**src/rtl/ahb_apb3_pkg.sv**
```systemverilog
// Shared encodings for the AHB-Lite to APB3 bridge: FSM states, AHB response
// and transfer codes, and a constant-evaluable ceil(log2) helper.
package ahb_apb3_pkg;

  typedef enum logic [2:0] {
    ST_IDLE   = 3'd0,
    ST_WDATA  = 3'd1,
    ST_SETUP  = 3'd2,
    ST_ACCESS = 3'd3,
    ST_ERR1   = 3'd4,
    ST_ERR2   = 3'd5
  } state_e;

  localparam logic [1:0] HRESP_OKAY  = 2'b00;
  localparam logic [1:0] HRESP_ERROR = 2'b01;

  localparam logic [1:0] HTRANS_IDLE   = 2'b00;
  localparam logic [1:0] HTRANS_BUSY   = 2'b01;
  localparam logic [1:0] HTRANS_NONSEQ = 2'b10;
  localparam logic [1:0] HTRANS_SEQ    = 2'b11;

  function automatic int clog2(input int value);
    int r;
    r = 0;
    while ((1 << r) < value) r++;
    return r;
  endfunction

endpackage

```
**src/rtl/apb_wait_timer.sv**
```systemverilog
// Counts ACCESS cycles with PREADY low; expire_o fires in the cycle whose low
// PREADY would be the TIMEOUT-th one. TIMEOUT of 0 never expires.
module apb_wait_timer
  import ahb_apb3_pkg::*;
#(
  parameter int TIMEOUT = 255
) (
  input  logic clk_i,
  input  logic rst_ni,
  input  logic clear_i,
  input  logic count_en_i,
  output logic expire_o
);

  localparam int TW = (clog2(TIMEOUT + 1) < 1) ? 1 : clog2(TIMEOUT + 1);
  localparam logic [TW:0] LIMIT = (TW + 1)'(TIMEOUT);

  logic [TW-1:0] count_q, count_d;
  logic [TW:0]   count_inc;

  assign count_inc = {1'b0, count_q} + {{TW{1'b0}}, 1'b1};
  assign expire_o  = (TIMEOUT != 0) && count_en_i && (count_inc == LIMIT);

  always_comb begin
    count_d = count_q;
    if (clear_i) begin
      count_d = '0;
    end else if (count_en_i && !expire_o) begin
      count_d = count_inc[TW-1:0];
    end
  end

  always_ff @(posedge clk_i or negedge rst_ni) begin
    if (!rst_ni) begin
      count_q <= '0;
    end else begin
      count_q <= count_d;
    end
  end

endmodule

```
**src/rtl/ahb_apb3_bridge_mslv.sv**
```systemverilog
// AHB-Lite slave to APB3 master bridge with a one-hot slot decoder, ERROR
// response for unmapped slots / PSLVERR, and a PREADY wait-timeout abort.
module ahb_apb3_bridge_mslv
  import ahb_apb3_pkg::*;
#(
  parameter int ADDR_WIDTH = 32,
  parameter int DATA_WIDTH = 32,
  parameter int NUM_SLAVES = 4,
  parameter int SLOT_BITS  = 12,
  parameter int TIMEOUT    = 255
) (
  input  logic                             HCLK,
  input  logic                             HRESETN,
  input  logic                             HSEL,
  input  logic [ADDR_WIDTH-1:0]            HADDR,
  input  logic [1:0]                       HTRANS,
  input  logic                             HWRITE,
  input  logic [DATA_WIDTH-1:0]            HWDATA,
  input  logic                             HREADY,
  output logic                             HREADYOUT,
  output logic [1:0]                       HRESP,
  output logic [DATA_WIDTH-1:0]            HRDATA,
  output logic [ADDR_WIDTH-1:0]            PADDR,
  output logic [NUM_SLAVES-1:0]            PSEL,
  output logic                             PENABLE,
  output logic                             PWRITE,
  output logic [DATA_WIDTH-1:0]            PWDATA,
  input  logic [NUM_SLAVES*DATA_WIDTH-1:0] PRDATA,
  input  logic [NUM_SLAVES-1:0]            PREADY,
  input  logic [NUM_SLAVES-1:0]            PSLVERR,
  output logic                             TIMEOUT_FLAG
);

  localparam int IDXW = (clog2(NUM_SLAVES) < 1) ? 1 : clog2(NUM_SLAVES);
  localparam logic [IDXW:0] NUM_SLV = (IDXW + 1)'(NUM_SLAVES);

  state_e                state_q, state_d;
  logic [ADDR_WIDTH-1:0] addr_q, addr_d;
  logic                  write_q, write_d;
  logic [IDXW-1:0]       idx_q, idx_d, idx_in;
  logic [DATA_WIDTH-1:0] pwdata_q, pwdata_d, hrdata_q, hrdata_d, sel_rdata;
  logic                  hreadyout_q, hreadyout_d, tflag_q, tflag_d;
  logic [1:0]            hresp_q, hresp_d;
  logic                  valid, mapped_in, sel_ready, sel_err, expire;
  logic                  apb_active, timer_clear, timer_en;

  assign valid      = HSEL && HREADY && (HTRANS == HTRANS_NONSEQ || HTRANS == HTRANS_SEQ);
  assign idx_in     = HADDR[SLOT_BITS+IDXW-1:SLOT_BITS];
  assign mapped_in  = {1'b0, idx_in} < NUM_SLV;
  assign apb_active = (state_q == ST_SETUP) || (state_q == ST_ACCESS);

  // Only the selected slave's PREADY/PSLVERR/PRDATA reach the FSM.
  always_comb begin
    PSEL      = '0;
    sel_ready = 1'b0;
    sel_err   = 1'b0;
    sel_rdata = '0;
    for (int k = 0; k < NUM_SLAVES; k++) begin
      if (idx_q == IDXW'(k)) begin
        PSEL[k]   = apb_active;
        sel_ready = PREADY[k];
        sel_err   = PSLVERR[k];
        sel_rdata = PRDATA[k*DATA_WIDTH +: DATA_WIDTH];
      end
    end
  end

  always_comb begin
    state_d  = state_q;
    addr_d   = addr_q;
    write_d  = write_q;
    idx_d    = idx_q;
    pwdata_d = pwdata_q;
    hrdata_d = hrdata_q;
    tflag_d  = 1'b0;
    case (state_q)
      ST_IDLE, ST_ERR2: begin
        state_d = ST_IDLE;
        if (valid) begin
          addr_d  = HADDR;
          write_d = HWRITE;
          idx_d   = idx_in;
          if (!mapped_in)  state_d = ST_ERR1;
          else if (HWRITE) state_d = ST_WDATA;
          else             state_d = ST_SETUP;
        end
      end
      ST_WDATA: begin
        pwdata_d = HWDATA;
        state_d  = ST_SETUP;
      end
      ST_SETUP: state_d = ST_ACCESS;
      ST_ACCESS: begin
        if (sel_ready) begin
          if (sel_err) begin
            state_d = ST_ERR1;
          end else begin
            if (!write_q) hrdata_d = sel_rdata;
            state_d = ST_IDLE;
          end
        end else if (expire) begin
          tflag_d = 1'b1;
          state_d = ST_ERR1;
        end
      end
      ST_ERR1: state_d = ST_ERR2;
      default: state_d = ST_IDLE;
    endcase
  end

  // AHB response outputs are a registered decode of the upcoming state.
  assign hreadyout_d = (state_d == ST_IDLE) || (state_d == ST_ERR2);
  assign hresp_d     = ((state_d == ST_ERR1) || (state_d == ST_ERR2)) ? HRESP_ERROR : HRESP_OKAY;
  assign timer_clear = (state_d == ST_SETUP);
  assign timer_en    = (state_q == ST_ACCESS) && !sel_ready;

  apb_wait_timer #(
    .TIMEOUT(TIMEOUT)
  ) u_timer (
    .clk_i      (HCLK),
    .rst_ni     (HRESETN),
    .clear_i    (timer_clear),
    .count_en_i (timer_en),
    .expire_o   (expire)
  );

  always_ff @(posedge HCLK or negedge HRESETN) begin
    if (!HRESETN) begin
      state_q     <= ST_IDLE;
      addr_q      <= '0;
      write_q     <= 1'b0;
      idx_q       <= '0;
      pwdata_q    <= '0;
      hrdata_q    <= '0;
      hreadyout_q <= 1'b1;
      hresp_q     <= HRESP_OKAY;
      tflag_q     <= 1'b0;
    end else begin
      state_q     <= state_d;
      addr_q      <= addr_d;
      write_q     <= write_d;
      idx_q       <= idx_d;
      pwdata_q    <= pwdata_d;
      hrdata_q    <= hrdata_d;
      hreadyout_q <= hreadyout_d;
      hresp_q     <= hresp_d;
      tflag_q     <= tflag_d;
    end
  end

  assign HREADYOUT    = hreadyout_q;
  assign HRESP        = hresp_q;
  assign HRDATA       = hrdata_q;
  assign PADDR        = addr_q;
  assign PWRITE       = write_q;
  assign PWDATA       = pwdata_q;
  assign PENABLE      = (state_q == ST_ACCESS);
  assign TIMEOUT_FLAG = tflag_q;

endmodule

```
**config.mk**
```make
export PLATFORM = sky130hd
export DESIGN_NAME = ahb_apb3_bridge_mslv
export DESIGN_NICKNAME = d
export VERILOG_FILES = /design/src/rtl/ahb_apb3_pkg.sv /design/src/rtl/apb_wait_timer.sv /design/src/rtl/ahb_apb3_bridge_mslv.sv
export SDC_FILE = /design/constraint.sdc
export NUM_CORES = 1
export LEC_CHECK = 0
export ABC_AREA = 1
export CORE_MARGIN = 10
export CORE_UTILIZATION = 39
export DETAILED_ROUTE_END_ITERATION = 12
export GPL_TIMING_DRIVEN = 0
export PLACE_DENSITY_LB_ADDON = 0.05
export SLEW_MARGIN = 20
export SYNTH_ARGS = -nofsm -noshare
export SYNTH_HDL_FRONTEND = slang
export SYNTH_SLANG_ARGS = --single-unit
```
**constraint.sdc**
```tcl
create_clock -name HCLK -period 2.24 [get_ports HCLK]
set_input_delay 0.56 -clock HCLK [delete_from_list [all_inputs] [get_ports HCLK]]
set_output_delay 0.56 -clock HCLK [all_outputs]
set_load 0.01 [all_outputs]
```
==> impl_metrics.ini <==
[run_status]
run_status = complete, no violations

[worst_setup_path]
cp.required_ns = 1.68
cp-start-kind = flip-flop
critPathCaptureType = output port
arrival_ns = 1.56
path_class = reg -> out
crit_fanout = 4

[flow_run]
drv_cap = 0

[layout]
drive_gt1_share_pct = 10.43
final_cell_mix = 313 x nand2_1, 304 x clkdlybuf4s50_1, 109 x dfrtp_1
antennaDiodeCount = 0
nNetsFinal = 1182
layout_commonest_cell = nand2_1
design_area_mm2 = 0.009099
syn2layout_area_growth_pct = 66.87

[floorplanning]
die-area_mm2 = 0.01911
core_area_mm2 = 0.01377
die_w_um = 138.2
start_util_pct = 39.59
rows = 43
ios = 313
die_h_um = 138.2

[synth]
syn_nets = 858
synth_compound_area_share_pct = 5.530
ys_warn_count = 0
synthSimpleGateAreaFrac_pct = 31.69
netlist-cell-type-count = 31
synth_top_family_by_area = simple AND/OR/NAND/NOR gates
avgSynthCellArea_um2 = 8.402
muxShareOfSynthArea_pct = 6.609
ys_seq_area_share_pct = 50.96
ys_seq_elements = 111
synthAdderAreaFrac_pct = 0.4589
synthCells = 649
syn_area_mm2 = 0.005453
synth_xor_area_share_pct = 0

[routing]
via_per_inst = 4.700
vias = 5443
drt-total-wl_um = 20310
initialDrtViolationCount = 290
ant_nets = 0
drc = 0
first_pass_iters = 4
post_drt_wl_per_cell_um = 17.54

[clock_tree]
insertion_delay_ns = 0.35
cts_root_buf = clkbuf_16
cts.path.max_buffers = 2
tritoncts = yes
cts_hold_buf = 0
numCtsBuffers = 9
cts_sinks = 111
cts_htree_levels = 3
clkTransAtPathRegs_ns = 0.07

[power]
p_leak_nw = 4.091
vdd_ir_drop_max_uv = 485.5
power_density_mw_per_mm2 = 1161

[timing]
slew_headroom_pct = 63.44
setup_viol_count_final = 0
holdWs_ns = 0.1037
worst_pin_slew_ns = 0.5485
grt_setup_unrepaired = no
slew_violations = 0
hold_violations = 0
period_share_pct = 94.56
fin_skew_ns = 0.006512
layout_setup_ws_ns = 0.1219
fmax_ghz = 0.4721
period_minus_slack_ns = 2.118

[place]
placed_area_mm2 = 0.008810
dpl.hpwl_um = 16630
port-buffer-count = 310
globalplace.congestion = 0.8982
dp_slack_ns = -0.05976

[global_routing]
grt_max_degree = 73
antenna_found_initial = 1
grt.overflow.total = 0
grt_pass1_vias = 5722
grt_first_pass_wirelength_um = 31620
grt_use_total_pct = 20.62

[hold_path]
worst_hold_path_type = in -> async
[cell families (layout without fill, tap and decap cells)]
group / after synthesis / count (layout)
adders and majority gates: 2 / 2
and+or+nand+nor: 397 / 397
buffers and inverters: 57 / 386
DFF: 111 / 111
muxes: 32 / 32
AOI/OAI and AO/OA: 49 / 49
other: 1 / 1
[worst max-delay path, stage by stage, from the launching register on]
cell and delay, ns:
dfrtp_2 0.45, nor3_4 0.22, inv_2 0.08, nand2_1 0.07, inv_1 0.09, nor3_1 0.12
buf_2 0.19
[worst paths after layout]
path,start,endpoint,slack (ns),cells past startpoint
max,state_q[2]$_DFF_PN0_,PSEL[0],0.12,6
max in group asynchronous,HRESETN,HREADYOUT$_DFF_PN1_,1.41,2
min,HRESETN,HRDATA[6]$_DFFE_PN0P_,0.10,1
min in group HCLK,PADDR[28]$_DFFE_PN0P_,PADDR[28]$_DFFE_PN0P_,0.48,2
max reg2reg,PADDR[13]$_DFFE_PN0P_,HRDATA[25]$_DFFE_PN0P_,0.41,9
min reg2reg,PADDR[28]$_DFFE_PN0P_,PADDR[28]$_DFFE_PN0P_,0.48,2
[per-stage QoR]
stage	TNS (ns)	total power, W	std cells	utilization, %
2_1_floorplan	0	0.006111	649	-
6_report	0	0.01057	1158	66.06
5_1_grt	0	0.01131	1158	66.06
3_5_place_dp	-0.1169	0.009112	1140	63.96
4_1_cts	0	0.01069	1157	65.99
3_3_place_gp	-419.59	0.009047	1139	63.75
[cell type report]
cell class	instances	area (um^2)
plain buffers	33	165.2
clock buffers	12	256.5
clock inverters	4	28.78
fillers	1220	4674
inverters	24	90.09
multi-input cells	481	2424
flip-flops and latches	111	2780
well taps	180	225.2
repair buffers	313	3129
[flip-flops by register name (all words and copies together) (netlist names)]
register and cells:
HRDATA 32, HREADYOUT 1, HRESP 1, PADDR 32
PWDATA 32, PWRITE 1, TIMEOUT_FLAG 1, state_q 3
u_timer.count_q 8
[report_power, final]
| part | internal [W] | switching (W) | total, W |
|---|---|---|---|
| sequential | 0.00286 | 0.000435 | 0.00329 |
| combinational | 0.00281 | 0.00290 | 0.00571 |
| clock | 0.000819 | 0.000740 | 0.00156 |
[Yosys cell counts]
cell      number  share of area [%]
and3_1         1               0.11
buf_1          2               0.14
buf_2          3               0.28
buf_4          2               0.28
buf_6          4               0.83
clkbuf_1      22                1.5
conb_1         1              0.069
dfrtp_1      110                 50
dfstp_2        1               0.48
ha_1           2               0.46
inv_1         16                1.1
inv_2          8               0.55
mux2_2        32                6.6
nand2_1      313                 22
nand2_2        4               0.46
nand2_4        2               0.41
nand2_8        1               0.37
nand3_1       15                1.4
nand3_2        2               0.37
nand4_1       34                3.9
nand4_2        1               0.23
nor2_1        13               0.89
nor2_4         7                1.4
nor3_1         3               0.28
nor3_4         1               0.30
o21ai_0       36                3.3
o21ai_1        3               0.28
o21ai_2        3               0.48
o21ai_4        1               0.30
o21bai_1       1               0.14
o21bai_2       5                1.0
[per-layer routing]
layer / track usage [%] / wire length (um) / vias to the layer above
met5: 0 / 13 / -
met4: 4.772 / 373 / 2
met3: 9.452 / 1850 / 22
met2: 36.45 / 10310 / 195
met1: 21.89 / 7759 / 2492
li1: - / - / 2732
[repair_timing]
item,4_1_cts,5_1_grt
cloned,0,0
resized for setup,18,4
pin swaps,1,0
endpoints found under the setup margin,5,4
buffers inserted,1,1
No activity file was read; power rests on OpenSTA's default activity.
